### src/rtl/ahbl_dma_master_if.sv
// Command port and AHB-Lite initiator signals of the single-channel DMA master.
// The master modport is the DMA side; the slave modport is the bus/client side.
interface ahbl_dma_master_if #(
  parameter int W_ADDR = 32,
  parameter int W_DATA = 32,
  parameter int W_LEN  = 16
) ();

  // Command port
  logic              cmd_valid;
  logic              cmd_ready;
  logic [W_ADDR-1:0] cmd_src;
  logic [W_ADDR-1:0] cmd_dst;
  logic [W_LEN-1:0]  cmd_len;

  // Status
  logic              busy;
  logic              done;
  logic              err;
  logic [W_ADDR-1:0] err_addr;

  // AHB-Lite initiator
  logic [W_ADDR-1:0] haddr;
  logic              hwrite;
  logic [1:0]        htrans;
  logic [2:0]        hsize;
  logic [2:0]        hburst;
  logic [3:0]        hprot;
  logic              hmastlock;
  logic [W_DATA-1:0] hwdata;
  logic              hready;
  logic              hresp;
  logic [W_DATA-1:0] hrdata;

  modport master (
    input  cmd_valid, cmd_src, cmd_dst, cmd_len,
    input  hready, hresp, hrdata,
    output cmd_ready, busy, done, err, err_addr,
    output haddr, hwrite, htrans, hsize, hburst, hprot, hmastlock, hwdata
  );

  modport slave (
    output cmd_valid, cmd_src, cmd_dst, cmd_len,
    output hready, hresp, hrdata,
    input  cmd_ready, busy, done, err, err_addr,
    input  haddr, hwrite, htrans, hsize, hburst, hprot, hmastlock, hwdata
  );

endinterface

### src/rtl/ahbl_dma_master.sv
// Single-channel AHB-Lite DMA initiator.
// Copies cmd_len words from cmd_src to cmd_dst, one SINGLE read then one SINGLE
// write per word. Any error response aborts the command and reports the address.
module ahbl_dma_master #(
  parameter int W_ADDR = 32,
  parameter int W_DATA = 32,
  parameter int W_LEN  = 16
) (
  input  logic               clk,
  input  logic               rst,
  ahbl_dma_master_if.master  bus
);

  typedef enum logic [2:0] {
    S_IDLE,
    S_RA,
    S_RD,
    S_WA,
    S_WD
  } state_t;

  localparam logic [1:0]        HTRANS_IDLE   = 2'b00;
  localparam logic [1:0]        HTRANS_NONSEQ = 2'b10;
  localparam logic [W_ADDR-1:0] ALIGN_MASK    = {{(W_ADDR-2){1'b1}}, 2'b00};
  localparam logic [W_ADDR-1:0] WORD_STEP     = W_ADDR'(4);

  state_t            state_q, state_d;
  logic [W_ADDR-1:0] src_q, src_d;
  logic [W_ADDR-1:0] dst_q, dst_d;
  logic [W_LEN-1:0]  len_q, len_d;
  logic [W_DATA-1:0] buf_q, buf_d;
  logic [W_ADDR-1:0] err_addr_q, err_addr_d;
  logic              done_q, done_d;
  logic              err_q, err_d;

  // State and datapath registers; synchronous reset drops any transfer in flight.
  always_ff @(posedge clk) begin
    if (rst) begin
      state_q    <= S_IDLE;
      src_q      <= '0;
      dst_q      <= '0;
      len_q      <= '0;
      buf_q      <= '0;
      err_addr_q <= '0;
      done_q     <= 1'b0;
      err_q      <= 1'b0;
    end else begin
      state_q    <= state_d;
      src_q      <= src_d;
      dst_q      <= dst_d;
      len_q      <= len_d;
      buf_q      <= buf_d;
      err_addr_q <= err_addr_d;
      done_q     <= done_d;
      err_q      <= err_d;
    end
  end

  // Next state: accept commands in IDLE, step through read/write phases, abort on hresp.
  always_comb begin
    state_d    = state_q;
    src_d      = src_q;
    dst_d      = dst_q;
    len_d      = len_q;
    buf_d      = buf_q;
    err_addr_d = err_addr_q;
    done_d     = 1'b0;
    err_d      = 1'b0;
    unique case (state_q)
      S_IDLE: begin
        if (bus.cmd_valid) begin
          src_d = bus.cmd_src & ALIGN_MASK;
          dst_d = bus.cmd_dst & ALIGN_MASK;
          len_d = bus.cmd_len;
          if (bus.cmd_len == '0) begin
            done_d = 1'b1;
          end else begin
            state_d = S_RA;
          end
        end
      end
      S_RA: begin
        if (bus.hready) begin
          state_d = S_RD;
        end
      end
      S_RD: begin
        if (bus.hresp) begin
          err_d      = 1'b1;
          err_addr_d = src_q;
          state_d    = S_IDLE;
        end else if (bus.hready) begin
          buf_d   = bus.hrdata;
          state_d = S_WA;
        end
      end
      S_WA: begin
        if (bus.hready) begin
          state_d = S_WD;
        end
      end
      S_WD: begin
        if (bus.hresp) begin
          err_d      = 1'b1;
          err_addr_d = dst_q;
          state_d    = S_IDLE;
        end else if (bus.hready) begin
          src_d = src_q + WORD_STEP;
          dst_d = dst_q + WORD_STEP;
          len_d = len_q - W_LEN'(1);
          if (len_q == W_LEN'(1)) begin
            done_d  = 1'b1;
            state_d = S_IDLE;
          end else begin
            state_d = S_RA;
          end
        end
      end
      default: begin
        state_d = S_IDLE;
      end
    endcase
  end

  // Bus outputs: address phase only in RA/WA, write data only in WD, otherwise quiet.
  always_comb begin
    bus.htrans = HTRANS_IDLE;
    bus.haddr  = '0;
    bus.hwrite = 1'b0;
    bus.hwdata = '0;
    unique case (state_q)
      S_RA: begin
        bus.htrans = HTRANS_NONSEQ;
        bus.haddr  = src_q;
      end
      S_WA: begin
        bus.htrans = HTRANS_NONSEQ;
        bus.hwrite = 1'b1;
        bus.haddr  = dst_q;
      end
      S_WD: begin
        bus.hwdata = buf_q;
      end
      default: begin
      end
    endcase
  end

  assign bus.hsize     = 3'b010;
  assign bus.hburst    = 3'b000;
  assign bus.hprot     = 4'b0011;
  assign bus.hmastlock = 1'b0;

  assign bus.cmd_ready = (state_q == S_IDLE);
  assign bus.busy      = (state_q != S_IDLE);
  assign bus.done      = done_q;
  assign bus.err       = err_q;
  assign bus.err_addr  = err_addr_q;

endmodule

### src/flat_wrapper.sv
// flat-port wrapper written by rule: the top's interface ports become plain ports
module ahbl_dma_master_flat 
#(
  parameter int W_ADDR = 32,
  parameter int W_DATA = 32,
  parameter int W_LEN  = 16
)
  (clk, rst, bus_cmd_valid, bus_cmd_src, bus_cmd_dst, bus_cmd_len, bus_hready, bus_hresp, bus_hrdata, bus_cmd_ready, bus_busy, bus_done, bus_err, bus_err_addr, bus_haddr, bus_hwrite, bus_htrans, bus_hsize, bus_hburst, bus_hprot, bus_hmastlock, bus_hwdata);
  ahbl_dma_master_if #(.W_ADDR(W_ADDR), .W_DATA(W_DATA), .W_LEN(W_LEN)) bus_i ();
  input  logic clk;
  input  logic rst;
  input wire logic [$bits(bus_i.cmd_valid)-1:0] bus_cmd_valid;
  input wire logic [$bits(bus_i.cmd_src)-1:0] bus_cmd_src;
  input wire logic [$bits(bus_i.cmd_dst)-1:0] bus_cmd_dst;
  input wire logic [$bits(bus_i.cmd_len)-1:0] bus_cmd_len;
  input wire logic [$bits(bus_i.hready)-1:0] bus_hready;
  input wire logic [$bits(bus_i.hresp)-1:0] bus_hresp;
  input wire logic [$bits(bus_i.hrdata)-1:0] bus_hrdata;
  output wire logic [$bits(bus_i.cmd_ready)-1:0] bus_cmd_ready;
  output wire logic [$bits(bus_i.busy)-1:0] bus_busy;
  output wire logic [$bits(bus_i.done)-1:0] bus_done;
  output wire logic [$bits(bus_i.err)-1:0] bus_err;
  output wire logic [$bits(bus_i.err_addr)-1:0] bus_err_addr;
  output wire logic [$bits(bus_i.haddr)-1:0] bus_haddr;
  output wire logic [$bits(bus_i.hwrite)-1:0] bus_hwrite;
  output wire logic [$bits(bus_i.htrans)-1:0] bus_htrans;
  output wire logic [$bits(bus_i.hsize)-1:0] bus_hsize;
  output wire logic [$bits(bus_i.hburst)-1:0] bus_hburst;
  output wire logic [$bits(bus_i.hprot)-1:0] bus_hprot;
  output wire logic [$bits(bus_i.hmastlock)-1:0] bus_hmastlock;
  output wire logic [$bits(bus_i.hwdata)-1:0] bus_hwdata;
  assign bus_i.cmd_valid = bus_cmd_valid;
  assign bus_i.cmd_src = bus_cmd_src;
  assign bus_i.cmd_dst = bus_cmd_dst;
  assign bus_i.cmd_len = bus_cmd_len;
  assign bus_i.hready = bus_hready;
  assign bus_i.hresp = bus_hresp;
  assign bus_i.hrdata = bus_hrdata;
  assign bus_cmd_ready = bus_i.cmd_ready;
  assign bus_busy = bus_i.busy;
  assign bus_done = bus_i.done;
  assign bus_err = bus_i.err;
  assign bus_err_addr = bus_i.err_addr;
  assign bus_haddr = bus_i.haddr;
  assign bus_hwrite = bus_i.hwrite;
  assign bus_htrans = bus_i.htrans;
  assign bus_hsize = bus_i.hsize;
  assign bus_hburst = bus_i.hburst;
  assign bus_hprot = bus_i.hprot;
  assign bus_hmastlock = bus_i.hmastlock;
  assign bus_hwdata = bus_i.hwdata;
  ahbl_dma_master #(.W_ADDR(W_ADDR), .W_DATA(W_DATA), .W_LEN(W_LEN)) u_core (.clk(clk), .rst(rst), .bus(bus_i));
endmodule
### config.mk
export PLATFORM = sky130hd
export DESIGN_NAME = ahbl_dma_master_flat
export DESIGN_NICKNAME = d
export VERILOG_FILES = /design/src/rtl/ahbl_dma_master_if.sv /design/src/rtl/ahbl_dma_master.sv /design/src/flat_wrapper.sv
export SDC_FILE = /design/constraint.sdc
export NUM_CORES = 1
export LEC_CHECK = 0
export CAP_MARGIN = 20
export CORE_ASPECT_RATIO = 0.5
export CORE_MARGIN = 1
export CORE_UTILIZATION = 53
export DETAILED_ROUTE_END_ITERATION = 10
export PLACE_DENSITY = 0.87
export SYNTH_ARGS = -nofsm -noshare
export SYNTH_HDL_FRONTEND = slang
export SYNTH_SLANG_ARGS = --single-unit
### constraint.sdc
create_clock -name clk -period 3.9 [get_ports clk]
set_input_delay 0.78 -clock clk [delete_from_list [all_inputs] [get_ports clk]]
set_output_delay 0.78 -clock clk [all_outputs]
set_load 0.1 [all_outputs]
==> summary.txt, run 1 <==
Setup path
  • Crit Path Max Fanout: 128
  • Crit start category: flop
  • Critical-path top delay cell: dfxtp_1
  • Setup crit end kind: primary output
  • CP cell instances: nor3b_2 -> buf_12 -> and2_1 -> buf_4
  • CP Class: reg -> out
  • Critical Path Max Stage Delay: 0.51 ns
  • FF-to-FF path depth: 6
  • Arrival @ worst endpoint: 2.22 ns
  • Req. time, crit path: 3.12 ns

Layout
  • Layout cell share with drive strength beyond 1: 10.15%
  • Ant. Diodes: 0
  • Layout Nets: 1409
  • Final non-filler cell total: 1504
  • Area growth syn-to-layout: 30.34%

Yosys
  • Post-synth top area share: 34.22%
  • Synth unique cells: 71
  • Largest cells by area after synthesis: dfxtp_1, nand2_1, a21oi_1
  • Mapped Area: 8424 µm²
  • Ys flop type: dfxtp_1
  • Post-synthesis adder-cell area fraction: 0.5941%
  • Avg Cell Area, Syn: 7.313 µm²
  • Largest family of logic cells by synthesized area: simple AND/OR/NAND/NOR gates
  • Post-Synth Simple-Gate Area: 30.52%
  • Xor/xnor share of the synthesized area: 0.2079%
  • Mux contribution to synthesized area: 5.035%
  • Syn Inst Count: 1152
  • Post-synth EDFFs: 0
  • Synth async-reset ratio: 0%
  • Count leader, synth: nand2_1
  • Synth Area in Compound Gates: 22.22%
  • Commonest cells post-synth: nand2_1, dfxtp_1, nor2_1, a21oi_1, clkbuf_1
  • Seq/Total Area, Yosys: 34.22%
  • Ys Warns: 0
  • Yosys top cell by area: dfxtp_1
  • Synthesized flop and latch total: 144

Detailed routing
  • Post-Route WL: 26260 µm
  • Routed vias/inst: 6.112
  • DR pass1 iterations: 7
  • DR DRC count: 0
  • Total number of vias: 9192
  • Antenna Nets Post-Route: 0
  • Avg WL per Cell: 17.46 µm
  • DRT iter0 DRCs: 1130

Clock network
  • CTS buffer count: 17
  • H-tree depth reported by CTS: 4
  • Clock Root Buffer: clkbuf_16
  • Cts repair resizes: 0
  • Clock-pin slew on the worst setup and hold paths: 0.06 ns
  • Clk_lat worst skew: 0.43 ns
  • Hold-fix buffers at CTS: 0
  • Post-CTS Setup Bufs: 0
  • Bufs on Longest Clock Path: 2
  • CTS Sinks: 144
  • CTS tree: done

Global route
  • Total global routing overflow: 0
  • First-pass GRT wire length: 42410 µm
  • GRT Overall Usage: 31.69%
  • Initial antenna violation count: 0
  • Vias in the first global route: 8531
  • Largest net degree at the start of global routing: 129

Die
  • Initial Utilization: 54.51%
  • Top-level I/O count: 231
  • Die width: 180.3 µm
  • Die area: 16430 µm²
  • Die Y: 91.15 µm
  • Core area: 15450 µm²
  • Row cnt: 32

Timing
  • Period utilisation layout: 77.04%
  • FMAX: 332.8 MHz
  • Slew at the pin closest to its max-slew limit: 1.096 ns
  • Final min period: 3.004 ns
  • Setup repair after global routing missed its margin: false
  • Worst Slack Setup Final: 0.8956 ns
  • Final count of pins violating max slew: 0
  • Worst rel slew slack: 26.92%
  • Final Hold Fails: 0
  • Setup_tns: 0 ns
  • Setup violations, final: 0
  • Setup Skew: 0.01260 ns

Hold path
  • Hold crit path type: reg -> reg
  • Hold path depth: 2

Placed design
  • Placed Cells: 1473
  • DP HPWL: 17790 µm
  • Worst slack, placed: 0.6916 ns
  • Final GP Congestion: 0.9123
  • IO buf count: 212

Pwr
  • Leakage power total: 0.003832 µW
  • VDD IR max: 260.2 µV
  • Pwr dens: 442.4 nW/µm²

Flow run
  • MaxCap Viol Count: 0

Outcome
  • Status: finished, final reports clean
-- state kept, by name, summed over array words and instances, names as in the netlist --
name and cells:
u_core.src_q 30, u_core.bus.err 1, u_core.dst_q 30, u_core.buf_q 32, u_core.len_q 16, u_core.state_q 3
u_core.bus.err_addr 31, u_core.bus.done 1
-- per-stage QoR --
stage	utilization (%)	area [µm²]	hold slack, ns	total power, µW
2_1_floorplan	-	8469	0.4317	2601
3_3_place_gp	66.67	10300	0.4368	2926
3_5_place_dp	66.67	10300	0.4424	2959
4_1_cts	71.05	10980	0.4507	4848
5_1_grt	71.05	10980	0.4678	5032
6_report	71.05	10980	0.4469	4858
-- critical path, delay by kind of cell (launching register included) --
kind | cells | cell delay [ns]
buffers and inverters | 2 | 0.71
and+or+nand+nor | 2 | 0.51
DFF | 1 | 0.51
-- cells in the final DEF (no fill, tap or decap), types with 6 or more instances in the layout --
master	count
nand4_1	12
nor4_1	25
a31oi_1	15
clkdlybuf4s50_1	145
clkbuf_16	17
a211oi_1	13
nor2_1	117
nand2_1	200
nand3_1	31
mux2i_1	39
a22oi_1	10
o21ai_0	47
a311oi_1	35
a21oi_1	97
or3_1	17
dfxtp_1	143
o22ai_1	9
nand2b_1	6
inv_1	14
nand3b_1	7
conb_1	14
and2_1	40
nor3_1	38
and3_1	6
buf_4	79
and4_1	7
bufinv_16	6
o32ai_1	7
-- metal layers --
| layer | track usage, % | up-vias | part of all wire [%] |
|---|---|---|---|
| li1 | - | 4373 | - |
| met1 | 41.59 | 4296 | 43 |
| met2 | 50.78 | 459 | 45 |
| met3 | 7.180 | 64 | 9.6 |
| met4 | 12.11 | 0 | 2.5 |
| met5 | 0 | - | 0 |
-- logic make-up (layout without fill, tap and decap cells) --
| kind of cell | Yosys count | count (layout) |
|---|---|---|
| buf+inv | 136 | 272 |
| xor+xnor | 2 | 2 |
| other cells | 2 | 14 |
| flops | 144 | 144 |
| mux | 42 | 42 |
| compound gates | 286 | 286 |
| simple gates | 536 | 536 |
| fa+ha+maj | 4 | 4 |
-- cell type report --
cell class / instances / area [µm²]
multi-input cells: 884 / 5007
fillers: 1247 / 4474
flip-flops and latches: 144 / 2884
repair buffers: 227 / 2105
clock buffers: 22 / 474.2
well taps: 204 / 255.2
clock inverters: 9 / 202.7
inverters: 14 / 52.55
-- worst paths after layout --
check | from | slack [ns] | endpoint
max reg2reg | u_core.state_q[0] | 1.30 | u_core.dst_q[9]
min | u_core.buf_q[4] | 0.45 | u_core.buf_q[4]
max | u_core.state_q[2] | 0.90 | bus_hwdata[12]
min reg2reg | u_core.buf_q[4] | 0.45 | u_core.buf_q[4]
-- report_power, final --
part	internal (µW)	switching [µW]	leakage [µW]
combinational	384	796	0.00232
sequential	1580	191	0.00118
clock	1250	652	0.000331
total	3220	1640	0.00383
Note: power is estimated with default switching activity, not from simulation.
==> run 2, diff against run 1 <==
--- a/config.mk
+++ b/config.mk
@@ -8,9 +8,9 @@
 export CAP_MARGIN = 20
 export CORE_ASPECT_RATIO = 0.5
 export CORE_MARGIN = 1
-export CORE_UTILIZATION = 53
+export CORE_UTILIZATION = 49
 export DETAILED_ROUTE_END_ITERATION = 10
-export PLACE_DENSITY = 0.87
+export PLACE_DENSITY = 0.81
 export SYNTH_ARGS = -nofsm -noshare
 export SYNTH_HDL_FRONTEND = slang
 export SYNTH_SLANG_ARGS = --single-unit
==> constraint.sdc (replaced) <==
create_clock -name clk -period 3 [get_ports clk]
set_input_delay 0.6 -clock clk [delete_from_list [all_inputs] [get_ports clk]]
set_output_delay 0.6 -clock clk [all_outputs]
set_load 0.1 [all_outputs]
==> run 2 against run 1 <==
Global-route usage decreased by 0.56 points. Worst hold slack better by 0.0012 ns. Total power up 29%. Final cell count grew 3.1%. Core utilization rose by 0.71 points. Design area grew 8.5%. First-iteration DRC count shrank 10%. Sequential share of layout area down 2.1 points. Sequential power grew 28%. Via count up 1.3%. Clock power grew 19%. Critical path type unchanged. Largest cell class unchanged. Largest power group is now sequential cells. Highest routed layer unchanged.
==> summary.txt, run 2 (same netlist as run 1, synthesis figures left out) <==
Setup path
  • Worst path most repeated cell: buf_4
  • Arrival @ worst endpoint: 2.25 ns (+0.03 ns)
  • Critical-path top delay cell: buf_4
  • Crit Path Max Fanout: 42 (-67%)
  • Worst setup path start: u_core.state_q[0]
  • Setup crit end kind: primary output
  • Req. time, crit path: 2.40 ns (-0.72 ns)
  • Critical path depth in cells: 5 (+1)
  • FF-to-FF path depth: 8 (+2)
  • CP Class: reg -> out
  • Reg2reg setup slack: 0.53 ns (-0.77 ns)
  • Family with the most delay on the worst path: buffers and inverters
  • Bufs and invs on worst path: 3 (+1)
  • Crit path capture: bus_hwdata[14]
  • Critical Path Max Stage Delay: 0.44 ns (-0.07 ns)
  • Reg-to-Reg End: u_core.dst_q[23]
  • Crit start category: flop
  • Origin of the critical flop-to-flop path: u_core.state_q[1]
  • CP cell instances: buf_4 -> nor3b_2 -> buf_4 -> and2_1 -> buf_12

Clock network
  • Clock Root Buffer: clkbuf_16
  • Clock-pin slew on the worst setup and hold paths: 0.06 ns (about the same)
  • Bufs on Longest Clock Path: 2 (unchanged)
  • Post-CTS Setup Bufs: 0 (unchanged)
  • Clk_lat worst skew: 0.43 ns (about the same)
  • CTS Sinks: 144 (unchanged)
  • Hold-fix buffers at CTS: 0 (unchanged)
  • CTS buffer count: 17 (unchanged)
  • CTS tree: done
  • H-tree depth reported by CTS: 4 (unchanged)
  • Cts repair resizes: 0 (unchanged)

Timing
  • Period utilisation layout: 94.87%
  • Final count of pins violating max slew: 0 (unchanged)
  • Worst rel slew slack: 35.79% (+8.9 points)
  • Setup violations, final: 0 (unchanged)
  • Final hold slack: 0.4481 ns (+0.001198 ns)
  • Setup Skew: 0.008640 ns (-0.003964 ns)
  • Setup_tns: 0 ns (unchanged)
  • Final Hold Fails: 0 (unchanged)
  • FMAX: 351.4 MHz
  • Setup repair after global routing missed its margin: false
  • Slew at the pin closest to its max-slew limit: 0.9544 ns (-0.1418 ns)
  • Final min period: 2.846 ns
  • Worst Slack Setup Final: 0.1540 ns (-0.7416 ns)

Pwr
  • VDD IR max: 378.0 µV (+45%)
  • Pwr dens: 524.5 nW/µm² (+19%)
  • Leakage power total: 0.004159 µW (+8.5%)

Detailed routing
  • Routed vias/inst: 6.006 (-1.7%)
  • DRT iter0 DRCs: 1013 (-10%)
  • Avg WL per Cell: 17.91 µm (+2.6%)
  • Antenna Nets Post-Route: 0 (unchanged)
  • DR DRC count: 0 (unchanged)
  • Total number of vias: 9310 (+1.3%)
  • Post-Route WL: 27760 µm (+5.7%)
  • DR pass1 iterations: 5 (-2)

Die
  • Row cnt: 33 (+3.1%)
  • Die Y: 94.72 µm (+3.9%)
  • Die width: 187.4 µm (+4.0%)
  • Initial Utilization: 50.75% (-3.8 points)
  • Core area: 16600 µm² (+7.4%)
  • Top-level I/O count: 231 (unchanged)
  • Die area: 17750 µm² (+8.0%)

Global route
  • First-pass GRT wire length: 44080 µm (+4.0%)
  • Initial antenna violation count: 0 (unchanged)
  • Largest net degree at the start of global routing: 87 (-33%)
  • GRT Overall Usage: 31.13% (-0.56 points)
  • Vias in the first global route: 8876 (+4.0%)
  • Total global routing overflow: 0 (unchanged)

Layout
  • Largest register FFs: 32 (unchanged)
  • Layout cell share with drive strength beyond 1: 16.10% (+5.9 points)
  • Layout Nets: 1431 (+1.6%)
  • Final non-filler cell total: 1550 (+3.1%)
  • Design area: 11910 µm² (+8.5%)
  • Ant. Diodes: 0 (unchanged)
  • Most frequent cells in the layout: nand2_1, dfxtp_1, clkdlybuf4s50_1
  • Top reg by flops: u_core.buf_q
  • Commonest non-fill, non-tap cell in the layout: nand2_1
  • Area growth syn-to-layout: 41.38%

Placed design
  • DP HPWL: 19470 µm (+9.4%)
  • Placement Cell Area: 11280 µm² (+9.5%)
  • Placed Cells: 1518 (+3.1%)
  • Final GP Congestion: 0.9282 (+1.7%)
  • IO buf count: 212 (unchanged)
  • Worst slack, placed: 0.2382 ns (-0.4535 ns)

Hold path
  • Hold crit path type: reg -> reg

Outcome
  • Status: finished, final reports clean

Flow run
  • MaxCap Viol Count: 0 (unchanged)
[run 2: power by group]
| group | internal (µW) | switching [µW] |
|---|---|---|
| Combinational | 595 | 1120 |
| Clock | 1420 | 851 |
| Sequential | 2060 | 206 |
| Total | 4070 | 2180 |
[run 2: per-stage QoR]
step	power, µW	util (%)
finish	6247	71.75
global route	6458	71.75
CTS	6238	71.75
detailed placement	3984	67.98
global placement	3937	67.98
floorplan	3401	-
[run 2: how the worst min path moves through the flow]
stage | startpoint | depth (start not counted) | to
CTS | u_core.buf_q[11] | 2 | u_core.buf_q[11]
global placement | u_core.buf_q[19] | 2 | u_core.buf_q[19]
detailed placement | u_core.buf_q[11] | 2 | u_core.buf_q[11]
finish | u_core.buf_q[26] | 2 | u_core.buf_q[26]
global route | u_core.buf_q[1] | 2 | u_core.buf_q[1]
floorplan | u_core.buf_q[0] | 2 | u_core.buf_q[0]
[run 2: routing by layer]
layer  share of wire, %  wire length (µm)  global-route usage [%]
met5                  0                 0                       0
met4                2.7               750                   11.86
met2                 45             12550                   50.87
met1                 41             11510                   38.92
met3                 11              2956                   9.476
[run 2: area by class of cell]
cell class                 instances  area [µm²]
clock buffer                      23       498.0
clock inverter                     9       128.9
inverter                          14       52.55
fill                            1292        4688
tap                              227       284.0
sequential                       144        2884
timing repair buffer             249        2998
multi-input combinational        884        5065
[run 2: worst register-to-register path: stages (launching register included)]
cell and delay (ns):
dfxtp_2 0.42, buf_4 0.58, inv_1 0.18, nand2_1 0.21, inv_1 0.08, nand2_1 0.43
nand2b_1 0.13, a41oi_1 0.21, nor4_1 0.09
